==> src/rtl/mem_size_probe_if.sv <==
`default_nettype none
// +----------------------------------------------------------------------+
// | mem_size_probe_if                                                    |
// | Command/response bus between the size probe and a memory controller. |
// | Rev 1.0                                                              |
// +----------------------------------------------------------------------+
interface mem_size_probe_if #(
  parameter int AW = 27,
  parameter int DW = 16
);
  logic [AW-1:0] mem_addr;
  logic [DW-1:0] mem_din;
  logic          mem_we;
  logic          mem_rd;
  logic          mem_ready;
  logic [DW-1:0] mem_dout;

  modport master (
    output mem_addr, mem_din, mem_we, mem_rd,
    input  mem_ready, mem_dout
  );

  modport slave (
    input  mem_addr, mem_din, mem_we, mem_rd,
    output mem_ready, mem_dout
  );
endinterface
`default_nettype wire

==> src/rtl/mem_size_probe.sv <==
`default_nettype none
// +----------------------------------------------------------------------+
// | mem_size_probe                                                       |
// | Detects installed memory size by aliasing probes, then zero-sweeps.  |
// | Rev 1.0                                                              |
// +----------------------------------------------------------------------+
module mem_size_probe #(
  parameter int AW       = 27,
  parameter int DW       = 16,
  parameter int NPROBE   = 3,
  parameter int PAT_BASE = 1032,
  parameter int PAT_STEP = 1032,
  parameter int CLR_AW   = 25,
  parameter int CLR_GAP  = 31,
  parameter int CLR_LOOP = 1
) (
  input  logic              clk_sys,
  input  logic              reset,
  input  logic              start,
  mem_size_probe_if.master  mem,
  output logic [NPROBE-1:0] size_mask,
  output logic              size_valid,
  output logic              clr_active,
  output logic [7:0]        clr_passes
);
  localparam int KW = (NPROBE > 1) ? $clog2(NPROBE) : 1;
  localparam int GW = (CLR_GAP > 0) ? $clog2(CLR_GAP + 1) : 1;
  localparam logic [KW-1:0] K_TOP      = KW'(NPROBE - 1);
  localparam logic [GW-1:0] GAP_LAST   = GW'(CLR_GAP - 1);
  localparam logic [AW-1:0] GUARD_ADDR = AW'(1) << (AW - NPROBE);
  localparam logic [DW-1:0] GUARD_PAT  = ~DW'(PAT_BASE);

  typedef enum logic [2:0] {S_WAIT_RDY, S_PWR, S_GWR, S_PRD, S_CLEAR, S_DONE} state_t;
  typedef enum logic [1:0] {PH_ISS, PH_SKIP, PH_WAIT, PH_GAP} phase_t;

  function automatic logic [AW-1:0] probe_addr(input logic [KW-1:0] k);
    probe_addr = (k == '0) ? '0 : (AW'(1) << (AW - NPROBE + int'(k)));
  endfunction

  function automatic logic [DW-1:0] probe_pat(input logic [KW-1:0] k);
    probe_pat = DW'(PAT_BASE + int'(k) * PAT_STEP);
  endfunction

  state_t              state_q, state_d;
  phase_t              ph_q, ph_d;
  logic [KW-1:0]       k_q, k_d;
  logic [GW-1:0]       gap_q, gap_d;
  logic [CLR_AW-1:0]   clr_addr_q, clr_addr_d;
  logic [7:0]          passes_q, passes_d;
  logic [NPROBE-1:0]   mask_q, mask_d;
  logic                valid_q, valid_d;
  logic                we_q, we_d, rd_q, rd_d;
  logic [AW-1:0]       addr_q, addr_d;
  logic [DW-1:0]       din_q, din_d;

  logic                w_done;
  logic                w_iss, w_iss_we;
  logic [AW-1:0]       w_iss_addr;
  logic [DW-1:0]       w_iss_din;

  always_ff @(posedge clk_sys or posedge reset) begin
    if (reset) begin
      state_q    <= S_WAIT_RDY;
      ph_q       <= PH_WAIT;
      k_q        <= '0;
      gap_q      <= '0;
      clr_addr_q <= '0;
      passes_q   <= '0;
      mask_q     <= '0;
      valid_q    <= 1'b0;
      we_q       <= 1'b0;
      rd_q       <= 1'b0;
      addr_q     <= '0;
      din_q      <= '0;
    end else begin
      state_q    <= state_d;
      ph_q       <= ph_d;
      k_q        <= k_d;
      gap_q      <= gap_d;
      clr_addr_q <= clr_addr_d;
      passes_q   <= passes_d;
      mask_q     <= mask_d;
      valid_q    <= valid_d;
      we_q       <= we_d;
      rd_q       <= rd_d;
      addr_q     <= addr_d;
      din_q      <= din_d;
    end
  end

  // Completion is only recognised once the post-issue ignore cycle has passed.
  assign w_done = (ph_q == PH_WAIT) && mem.mem_ready;

  always_comb begin
    state_d    = state_q;
    ph_d       = ph_q;
    k_d        = k_q;
    gap_d      = gap_q;
    clr_addr_d = clr_addr_q;
    passes_d   = passes_q;
    mask_d     = mask_q;
    valid_d    = valid_q;
    we_d       = 1'b0;
    rd_d       = 1'b0;
    addr_d     = addr_q;
    din_d      = din_q;
    w_iss      = 1'b0;
    w_iss_we   = 1'b1;
    w_iss_addr = '0;
    w_iss_din  = '0;

    case (ph_q)
      PH_ISS:  ph_d = PH_SKIP;
      PH_SKIP: ph_d = PH_WAIT;
      default: ;
    endcase

    case (state_q)
      S_WAIT_RDY: begin
        mask_d  = '0;
        valid_d = 1'b0;
        if (w_done) begin
          state_d    = S_PWR;
          k_d        = K_TOP;
          w_iss      = 1'b1;
          w_iss_addr = probe_addr(K_TOP);
          w_iss_din  = probe_pat(K_TOP);
        end
      end
      S_PWR: begin
        if (w_done) begin
          w_iss = 1'b1;
          if (k_q == '0) begin
            state_d    = S_GWR;
            w_iss_addr = GUARD_ADDR;
            w_iss_din  = GUARD_PAT;
          end else begin
            k_d        = k_q - KW'(1);
            w_iss_addr = probe_addr(k_d);
            w_iss_din  = probe_pat(k_d);
          end
        end
      end
      S_GWR: begin
        if (w_done) begin
          state_d    = S_PRD;
          k_d        = K_TOP;
          w_iss      = 1'b1;
          w_iss_we   = 1'b0;
          w_iss_addr = probe_addr(K_TOP);
        end
      end
      S_PRD: begin
        if (w_done) begin
          mask_d[k_q] = (mem.mem_dout == probe_pat(k_q));
          w_iss       = 1'b1;
          if (k_q == '0) begin
            valid_d    = 1'b1;
            state_d    = S_CLEAR;
            clr_addr_d = '0;
          end else begin
            k_d        = k_q - KW'(1);
            w_iss_we   = 1'b0;
            w_iss_addr = probe_addr(k_d);
          end
        end
      end
      S_CLEAR: begin
        if (w_done) begin
          if (&clr_addr_q && passes_q != 8'hFF) passes_d = passes_q + 8'd1;
          clr_addr_d = clr_addr_q + CLR_AW'(1);
          if (&clr_addr_q && CLR_LOOP == 0) begin
            state_d = S_DONE;
          end else if (CLR_GAP == 0) begin
            w_iss      = 1'b1;
            w_iss_addr = AW'(clr_addr_d);
          end else begin
            ph_d  = PH_GAP;
            gap_d = '0;
          end
        end else if (ph_q == PH_GAP) begin
          if (gap_q == GAP_LAST) begin
            w_iss      = 1'b1;
            w_iss_addr = AW'(clr_addr_q);
          end else begin
            gap_d = gap_q + GW'(1);
          end
        end
      end
      default: ;
    endcase

    if (w_iss) begin
      we_d   = w_iss_we;
      rd_d   = ~w_iss_we;
      addr_d = w_iss_addr;
      din_d  = w_iss_din;
      ph_d   = PH_ISS;
    end

    // A command seen by the controller this cycle still gets its ignore cycle.
    if (start) begin
      state_d    = S_WAIT_RDY;
      ph_d       = (we_q | rd_q) ? PH_SKIP : PH_WAIT;
      k_d        = '0;
      gap_d      = '0;
      clr_addr_d = '0;
      passes_d   = '0;
      mask_d     = '0;
      valid_d    = 1'b0;
      we_d       = 1'b0;
      rd_d       = 1'b0;
      addr_d     = '0;
      din_d      = '0;
    end
  end

  assign mem.mem_addr = addr_q;
  assign mem.mem_din  = din_q;
  assign mem.mem_we   = we_q;
  assign mem.mem_rd   = rd_q;
  assign size_mask    = mask_q;
  assign size_valid   = valid_q;
  assign clr_active   = (state_q == S_CLEAR);
  assign clr_passes   = passes_q;
endmodule
`default_nettype wire

==> src/flat_wrapper.sv <==
// flat-port wrapper written by rule: the top's interface ports become plain ports
module mem_size_probe_flat 
#(
  parameter int AW       = 27,
  parameter int DW       = 16,
  parameter int NPROBE   = 3,
  parameter int PAT_BASE = 1032,
  parameter int PAT_STEP = 1032,
  parameter int CLR_AW   = 25,
  parameter int CLR_GAP  = 31,
  parameter int CLR_LOOP = 1
)
  (clk_sys, reset, start, size_mask, size_valid, clr_active, clr_passes, mem_mem_addr, mem_mem_din, mem_mem_we, mem_mem_rd, mem_mem_ready, mem_mem_dout);
  mem_size_probe_if #(.AW(AW), .DW(DW)) mem_i ();
  input  logic clk_sys;
  input  logic reset;
  input  logic start;
  output logic [NPROBE-1:0] size_mask;
  output logic size_valid;
  output logic clr_active;
  output logic [7:0] clr_passes;
  output wire logic [$bits(mem_i.mem_addr)-1:0] mem_mem_addr;
  output wire logic [$bits(mem_i.mem_din)-1:0] mem_mem_din;
  output wire logic [$bits(mem_i.mem_we)-1:0] mem_mem_we;
  output wire logic [$bits(mem_i.mem_rd)-1:0] mem_mem_rd;
  input wire logic [$bits(mem_i.mem_ready)-1:0] mem_mem_ready;
  input wire logic [$bits(mem_i.mem_dout)-1:0] mem_mem_dout;
  assign mem_mem_addr = mem_i.mem_addr;
  assign mem_mem_din = mem_i.mem_din;
  assign mem_mem_we = mem_i.mem_we;
  assign mem_mem_rd = mem_i.mem_rd;
  assign mem_i.mem_ready = mem_mem_ready;
  assign mem_i.mem_dout = mem_mem_dout;
  mem_size_probe #(.AW(AW), .DW(DW), .NPROBE(NPROBE), .PAT_BASE(PAT_BASE), .PAT_STEP(PAT_STEP), .CLR_AW(CLR_AW), .CLR_GAP(CLR_GAP), .CLR_LOOP(CLR_LOOP)) u_core (.clk_sys(clk_sys), .reset(reset), .start(start), .mem(mem_i), .size_mask(size_mask), .size_valid(size_valid), .clr_active(clr_active), .clr_passes(clr_passes));
endmodule
==> config.mk <==
export PLATFORM = sky130hd
export DESIGN_NAME = mem_size_probe_flat
export DESIGN_NICKNAME = d
export VERILOG_FILES = /design/src/rtl/mem_size_probe_if.sv /design/src/rtl/mem_size_probe.sv /design/src/flat_wrapper.sv
export SDC_FILE = /design/constraint.sdc
export NUM_CORES = 1
export LEC_CHECK = 0
export ABC_CLOCK_PERIOD_IN_PS = 5800
export BUFFER_PORTS_ARGS = -buffer_cell sky130_fd_sc_hd__clkbuf_2
export CORE_MARGIN = 8
export CORE_UTILIZATION = 48
export CTS_CLUSTER_SIZE = 14
export DETAILED_ROUTE_END_ITERATION = 6
export GPL_TIMING_DRIVEN = 0
export PLACE_DENSITY = 0.71
export SLEW_MARGIN = 10
export SYNTH_ARGS = -nofsm -noshare
export SYNTH_HDL_FRONTEND = slang
export SYNTH_SLANG_ARGS = --single-unit
==> constraint.sdc <==
create_clock -name clk_sys -period 5.8 [get_ports clk_sys]
set_clock_uncertainty 0.15 [all_clocks]
set_input_delay 1.16 -clock clk_sys [delete_from_list [all_inputs] [get_ports clk_sys]]
set_output_delay 1.16 -clock clk_sys [all_outputs]
set_load 0.01 [all_outputs]
**Word level (Yosys, flattened, before mapping)**

Cells that the tools add are included.

- Logic and storage cells: 148
- Bits of input ports: 20
- Bits in registers: 94
- Output and inout port bits: 58

- Add/subtract/negate cells: 7
- Bitwise operators: 2
- Equal/unequal tests: 21
- Shift operators: 1
- $lt $le $gt $ge: 2
- Multipliers: 2
- Mux-type cells: 74
- Reductions and logical operators: 27

Operators with widths:

| kind | count |
|---|---|
| $mux 27 | 10 |
| $mux 25 | 5 |
| $pmux 27 s4 | 1 |
| $mux 16 | 4 |
| $pmux 25 s2 | 1 |
| $add 12x16->16 const A | 2 |
| $mux 8 | 4 |
| $pmux 16 s2 | 1 |
| $shl 1x32->27 const A | 1 |
| $mux 3 | 9 |
| $add 25x1->25 const B | 1 |
| $mux 5 | 5 |
| $reduce_and 25->1 | 1 |
| $ne 3x2->1 const B | 8 |
| $mul 2x8->10 const B | 2 |
| $mux 2 | 9 |
| $eq 16x16->1 | 1 |
| $mux 1 | 15 |
| $mux 12 | 1 |
| $pmux 3 s4 | 1 |
| $reduce_bool 3->1 | 4 |
| $reduce_and 3->1 | 3 |
| $add 8x1->8 const B | 1 |
| $ne 8x8->1 const B | 1 |
| 30 further kinds | 45 |

**Depth between registers and ports, before layout**

- Depth in word-level cells: 9
- Gate-level depth with buffers: 10
- Mapped depth without buffers: 7

**Worst setup path before layout**

Ideal clock, no wire load.

- Path type: input-to-reg
- Start: input port mem_mem_ready
- End: register u_core.clr_addr_q[19]
- Data required time: 5.572 ns
- Buffers on the path: 3
- Stages: 8
- Setup slack: 2.913 ns
- Setup time: 0.078 ns
- Data arrival time: 2.659 ns
- Cells stage by stage: and2_1 clkbuf_1 a2111o_1 clkbuf_1 nand3_1 clkbuf_1 or3_1 a21oi_1

- Cells in the longest elaborated chain, start to end: 3
- Elaborated cells between the ends (all ways): 4
- Those cells by class: eq/ne: 2; reduce/logical: 2

RTL lines:

| item | line | source |
|---|---|---|
| start, declared | flat_wrapper.sv:26 | `input wire logic [$bits(mem_i.mem_ready)-1:0] mem_mem_ready;` |
| $logic_and 1x1->1 (*) | mem_size_probe.sv:92 | `assign w_done = (ph_q == PH_WAIT) && mem.mem_ready;` |
| $ne 3x2->1 (no source line) | - |  |
| $reduce_and 4->1 (no source line) (*) | - |  |
| end signal, assigned | mem_size_probe.sv:80 | `clr_addr_q <= clr_addr_d;` |
| end, declared | mem_size_probe.sv:48 | `logic [CLR_AW-1:0] clr_addr_q, clr_addr_d;` |

Every way passes the cells marked *; elsewhere a longest branch is shown, timed or not.
A chain may end at the register's enable or synchronous reset.

**Worst setup path in the final report**

- Start: input port mem_mem_ready
- End: register u_core.clr_addr_q[20]

The elaborated chain is that of the path after synthesis.

==> parameters.txt <==
Parameter                              Value

Power and ir drop
  Leak    2.33 nW
  Largest voltage drop on the vdd net    0.107 mV
  Ratio of total power to cell area    224 nW/um^2

Logic synthesis
  Area share of the largest cell type after synthesis    48.5%
  Count of distinct cell types in the synthesized netlist    47
  Syn Inst Count    419
  Adder-cell share of the synthesized area    4.19%
  Share of the synthesized area in compound gates (AO/OA/AOI/OAI)    18.4%
  Main combinational cell family by area after synthesis    simple AND/OR/NAND/NOR gates
  Share of synthesized area spent on multiplexers    0.958%
  Post-synthesis instance area    4180 um^2
  Yosys top cell by area    sky130_fd_sc_hd__dfrtp_1
  XOR/XNOR Fraction of Synth Area    1.47%
  Net count after synthesis    453
  Top_reg_cell synth    sky130_fd_sc_hd__dfrtp_1
  Share of flip-flops with an asynchronous set or reset    100%
  Number of synthesized flops with an enable pin    0
  Yosys reg bits    82
  Register area share after synthesis    49.1%
  Simple-Gate Fraction of Synth Area    19.7%
  Number of warnings issued by yosys    0
  Synthesized area per cell    9.97 um^2
  Synth area leaders    sky130_fd_sc_hd__dfrtp_1, sky130_fd_sc_hd__a22o_1, sky130_fd_sc_hd__ha_1

Place
  DP Cell Count    604
  Placer congestion estimate    0.894
  Placed standard-cell area    4720 um^2
  DP HPWL    7490 um
  Buffers on Ports    76

CTS
  Clock transition at the registers of the reported paths    90 ps
  Count of H-tree levels built during CTS    3
  Post-CTS Setup Repair Bufs    0
  Clock latency of the later-clocked register in the worst-skew pair    360 ps
  Number of gates given a new drive strength after cts    0
  Root buffer selected by CTS    sky130_fd_sc_hd__clkbuf_8
  CTS tree    built
  Clock Path Buffers    2
  Number of buffers inserted during clock tree synthesis    9
  Hold buffer count at cts    0
  Clock net sink count    82

Critical path
  Kind of start point of the critical path    input port
  Critical path's largest stage delay    450 ps
  Data required time at the worst endpoint    5940 ps
  Cell repeated most along the worst path    sky130_fd_sc_hd__clkbuf_1
  Cell type of the slowest stage on the worst timing path    sky130_fd_sc_hd__or3_1
  Category of the worst setup path capture point    flop
  CP Data Arrival Time    3230 ps
  Maximum fanout encountered on the critical timing path    9
  Cells along the critical path    clkbuf_2, and2_1, clkbuf_1, a2111o_1, clkbuf_1, nand3_1, or3_1, a21oi_1
  Classification of the worst setup path    in2reg

Finish
  Total inserted antenna cells    0
  Fin util    57.1%
  Ratio of cells with drive above 1 in the final layout    23.5%
  Multi-input combinational cell area    1870 um^2
  Filler Cells Inserted    782
  Cell area after layout    4910 um^2
  Post-layout nets    541
  Post-synthesis to final-layout area growth    17.5%
  Area used by sequential logic in the layout    2050 um^2
  Non-filler cells in the finished layout    619

Global routing
  Busiest layer in global routing    met2
  Largest net degree at the start of global routing    51
  Final global-route overflow total    0
  GRT met2 Usage    29.0%
  Met3 global-route usage    5.16%
  Antenna violations before repair    0
  All-layer global routing usage    18.1%
  Met1 global-route usage    22.8%
  First-pass GRT wire length    17200 um
  Number of global-route vias before repair    3626

Hold path
  Tightest Hold Check Type    reg2reg

Run status
  Status    completed

Floorplanning
  Die footprint    11900 um^2
  Vert. Die Dim    109 um
  Starting density of the core    48.6%
  Floorplan die width    109 um
  Top-level I/O count    78
  Core region area    8590 um^2
  Number of placement rows    34

Timing
  Tightest hold margin    336 ps
  Measured slew at the worst slew-check pin    842 ps
  Headroom to the max-slew limit    42.4%
  # setup viols final    0
  Fraction of the cycle the final worst path needs    53.3%
  Setup tns final    0 ps
  Final max-slew violation count    0
  Min Tclk post-route    3090 ps
  Final Hold Vio Count    0
  RSZ-0062 raised after global routing    no
  Achievable clock frequency    323 MHz

Routing
  Via density per instance    5.89
  # DRC    0
  DR WL/cell    16.7 um
  Number of optimization iterations in the first detailed-route pass    4
  Routed Antenna Nets    0
  DR vias    3644
  Total wire length after detailed routing    10300 um
  Drt first-iter violations    179

Flow run
  Count of maximum capacitance violations    0
-- cells by family (layout without fill, tap and decap cells) --
logic type      Yosys count  after routing
simple gates            151            151
compound gates          116            116
flops                    82             82
buf+inv                  45            137
fa+ha+maj                14             14
xor+xnor                  7              7
mux                       4              4
-- synth_stat cells, types with 3 or more instances --
cell type	n
sky130_fd_sc_hd__a22o_1	28
sky130_fd_sc_hd__nand3_1	20
sky130_fd_sc_hd__xor2_1	3
sky130_fd_sc_hd__nor2_1	33
sky130_fd_sc_hd__nand2b_1	3
sky130_fd_sc_hd__dfrtp_1	81
sky130_fd_sc_hd__nand2_1	22
sky130_fd_sc_hd__nor3b_1	4
sky130_fd_sc_hd__and4_1	3
sky130_fd_sc_hd__clkbuf_1	13
sky130_fd_sc_hd__ha_1	14
sky130_fd_sc_hd__nor3_1	9
sky130_fd_sc_hd__buf_6	4
sky130_fd_sc_hd__inv_1	11
sky130_fd_sc_hd__mux2i_1	4
sky130_fd_sc_hd__a31oi_1	3
sky130_fd_sc_hd__or3_1	19
sky130_fd_sc_hd__a21oi_1	31
sky130_fd_sc_hd__buf_4	16
sky130_fd_sc_hd__xnor2_1	4
sky130_fd_sc_hd__o31ai_1	7
sky130_fd_sc_hd__and3_1	8
sky130_fd_sc_hd__and2_1	3
sky130_fd_sc_hd__nand4_1	15
sky130_fd_sc_hd__o21ai_0	35
-- per-stage QoR --
step	power, mW	setup WS, ps
4_1_cts	1.11	2700
6_report	1.10	2710
3_5_place_dp	0.706	2350
5_1_grt	1.15	2500
3_3_place_gp	0.700	1470
2_1_floorplan	0.667	2380
-- power by group --
group | switching (mW) | internal (mW)
clock network | 0.210 | 0.196
logic | 0.0697 | 0.0384
registers | 0.00729 | 0.579
total | 0.287 | 0.814
-- cells in the final DEF (no fill, tap or decap), types with 10 or more instances in the layout --
| cell type | n |
|---|---|
| sky130_fd_sc_hd__nand3_1 | 20 |
| sky130_fd_sc_hd__clkbuf_2 | 77 |
| sky130_fd_sc_hd__dfrtp_1 | 81 |
| sky130_fd_sc_hd__or3_1 | 19 |
| sky130_fd_sc_hd__inv_1 | 10 |
| sky130_fd_sc_hd__nand4_1 | 15 |
| sky130_fd_sc_hd__clkbuf_1 | 14 |
| sky130_fd_sc_hd__a22o_1 | 28 |
| sky130_fd_sc_hd__buf_4 | 16 |
| sky130_fd_sc_hd__nand2_1 | 22 |
| sky130_fd_sc_hd__nor2_1 | 33 |
| sky130_fd_sc_hd__a21oi_1 | 31 |
| sky130_fd_sc_hd__ha_1 | 14 |
| sky130_fd_sc_hd__o21ai_0 | 35 |
-- registers in the layout, indices dropped and copies added (netlist names), 2 cells and up --
| name | count |
|---|---|
| u_core.clr_passes | 8 |
| u_core.clr_addr_q | 25 |
| u_core.state_q | 3 |
| u_core.k_q | 2 |
| u_core.mem.mem_addr | 27 |
| u_core.ph_q | 2 |
| u_core.size_mask | 3 |
| u_core.mem.mem_din | 4 |
| u_core.gap_q | 5 |
-- layout make-up --
cell class	count	share of cell area, %
flip-flops and latches	82	41.8
multi-input cells	292	38.0
repair buffers	77	8.31
plain buffers	34	4.46
well taps	108	2.75
clock buffers	10	2.60
clock inverters	5	1.15
inverters	11	0.892
-- per-layer routing --
| metal | up-vias | routed length (um) |
|---|---|---|
| li1 | 1711 | - |
| met1 | 1789 | 4470 |
| met2 | 127 | 4970 |
| met3 | 17 | 687 |
| met4 | 0 | 184 |
| met5 | - | 0 |
-- critical path, delay by kind of cell --
family                 cells  cell delay, ps
AO/OA/AOI/OAI              2             370
buffers and inverters      3             740
AND/OR/NAND/NOR            3             950
-- path summary, 6_finish.rpt --
| kind | startpoint | endpoint | slack, ps | cells after the start |
|---|---|---|---|---|
| max in group asynchronous | reset | u_core.ph_q[1] | 4210 | 3 |
| min | u_core.size_valid | u_core.size_valid | 340 | 1 |
| min in group asynchronous | reset | u_core.clr_addr_q[16] | 640 | 2 |
| max reg2reg | u_core.ph_q[1] | u_core.clr_addr_q[20] | 2880 | 8 |
| min reg2reg | u_core.size_valid | u_core.size_valid | 340 | 1 |
| max | mem_mem_ready | u_core.clr_addr_q[20] | 2710 | 8 |
(Power assumes the default switching activity.)
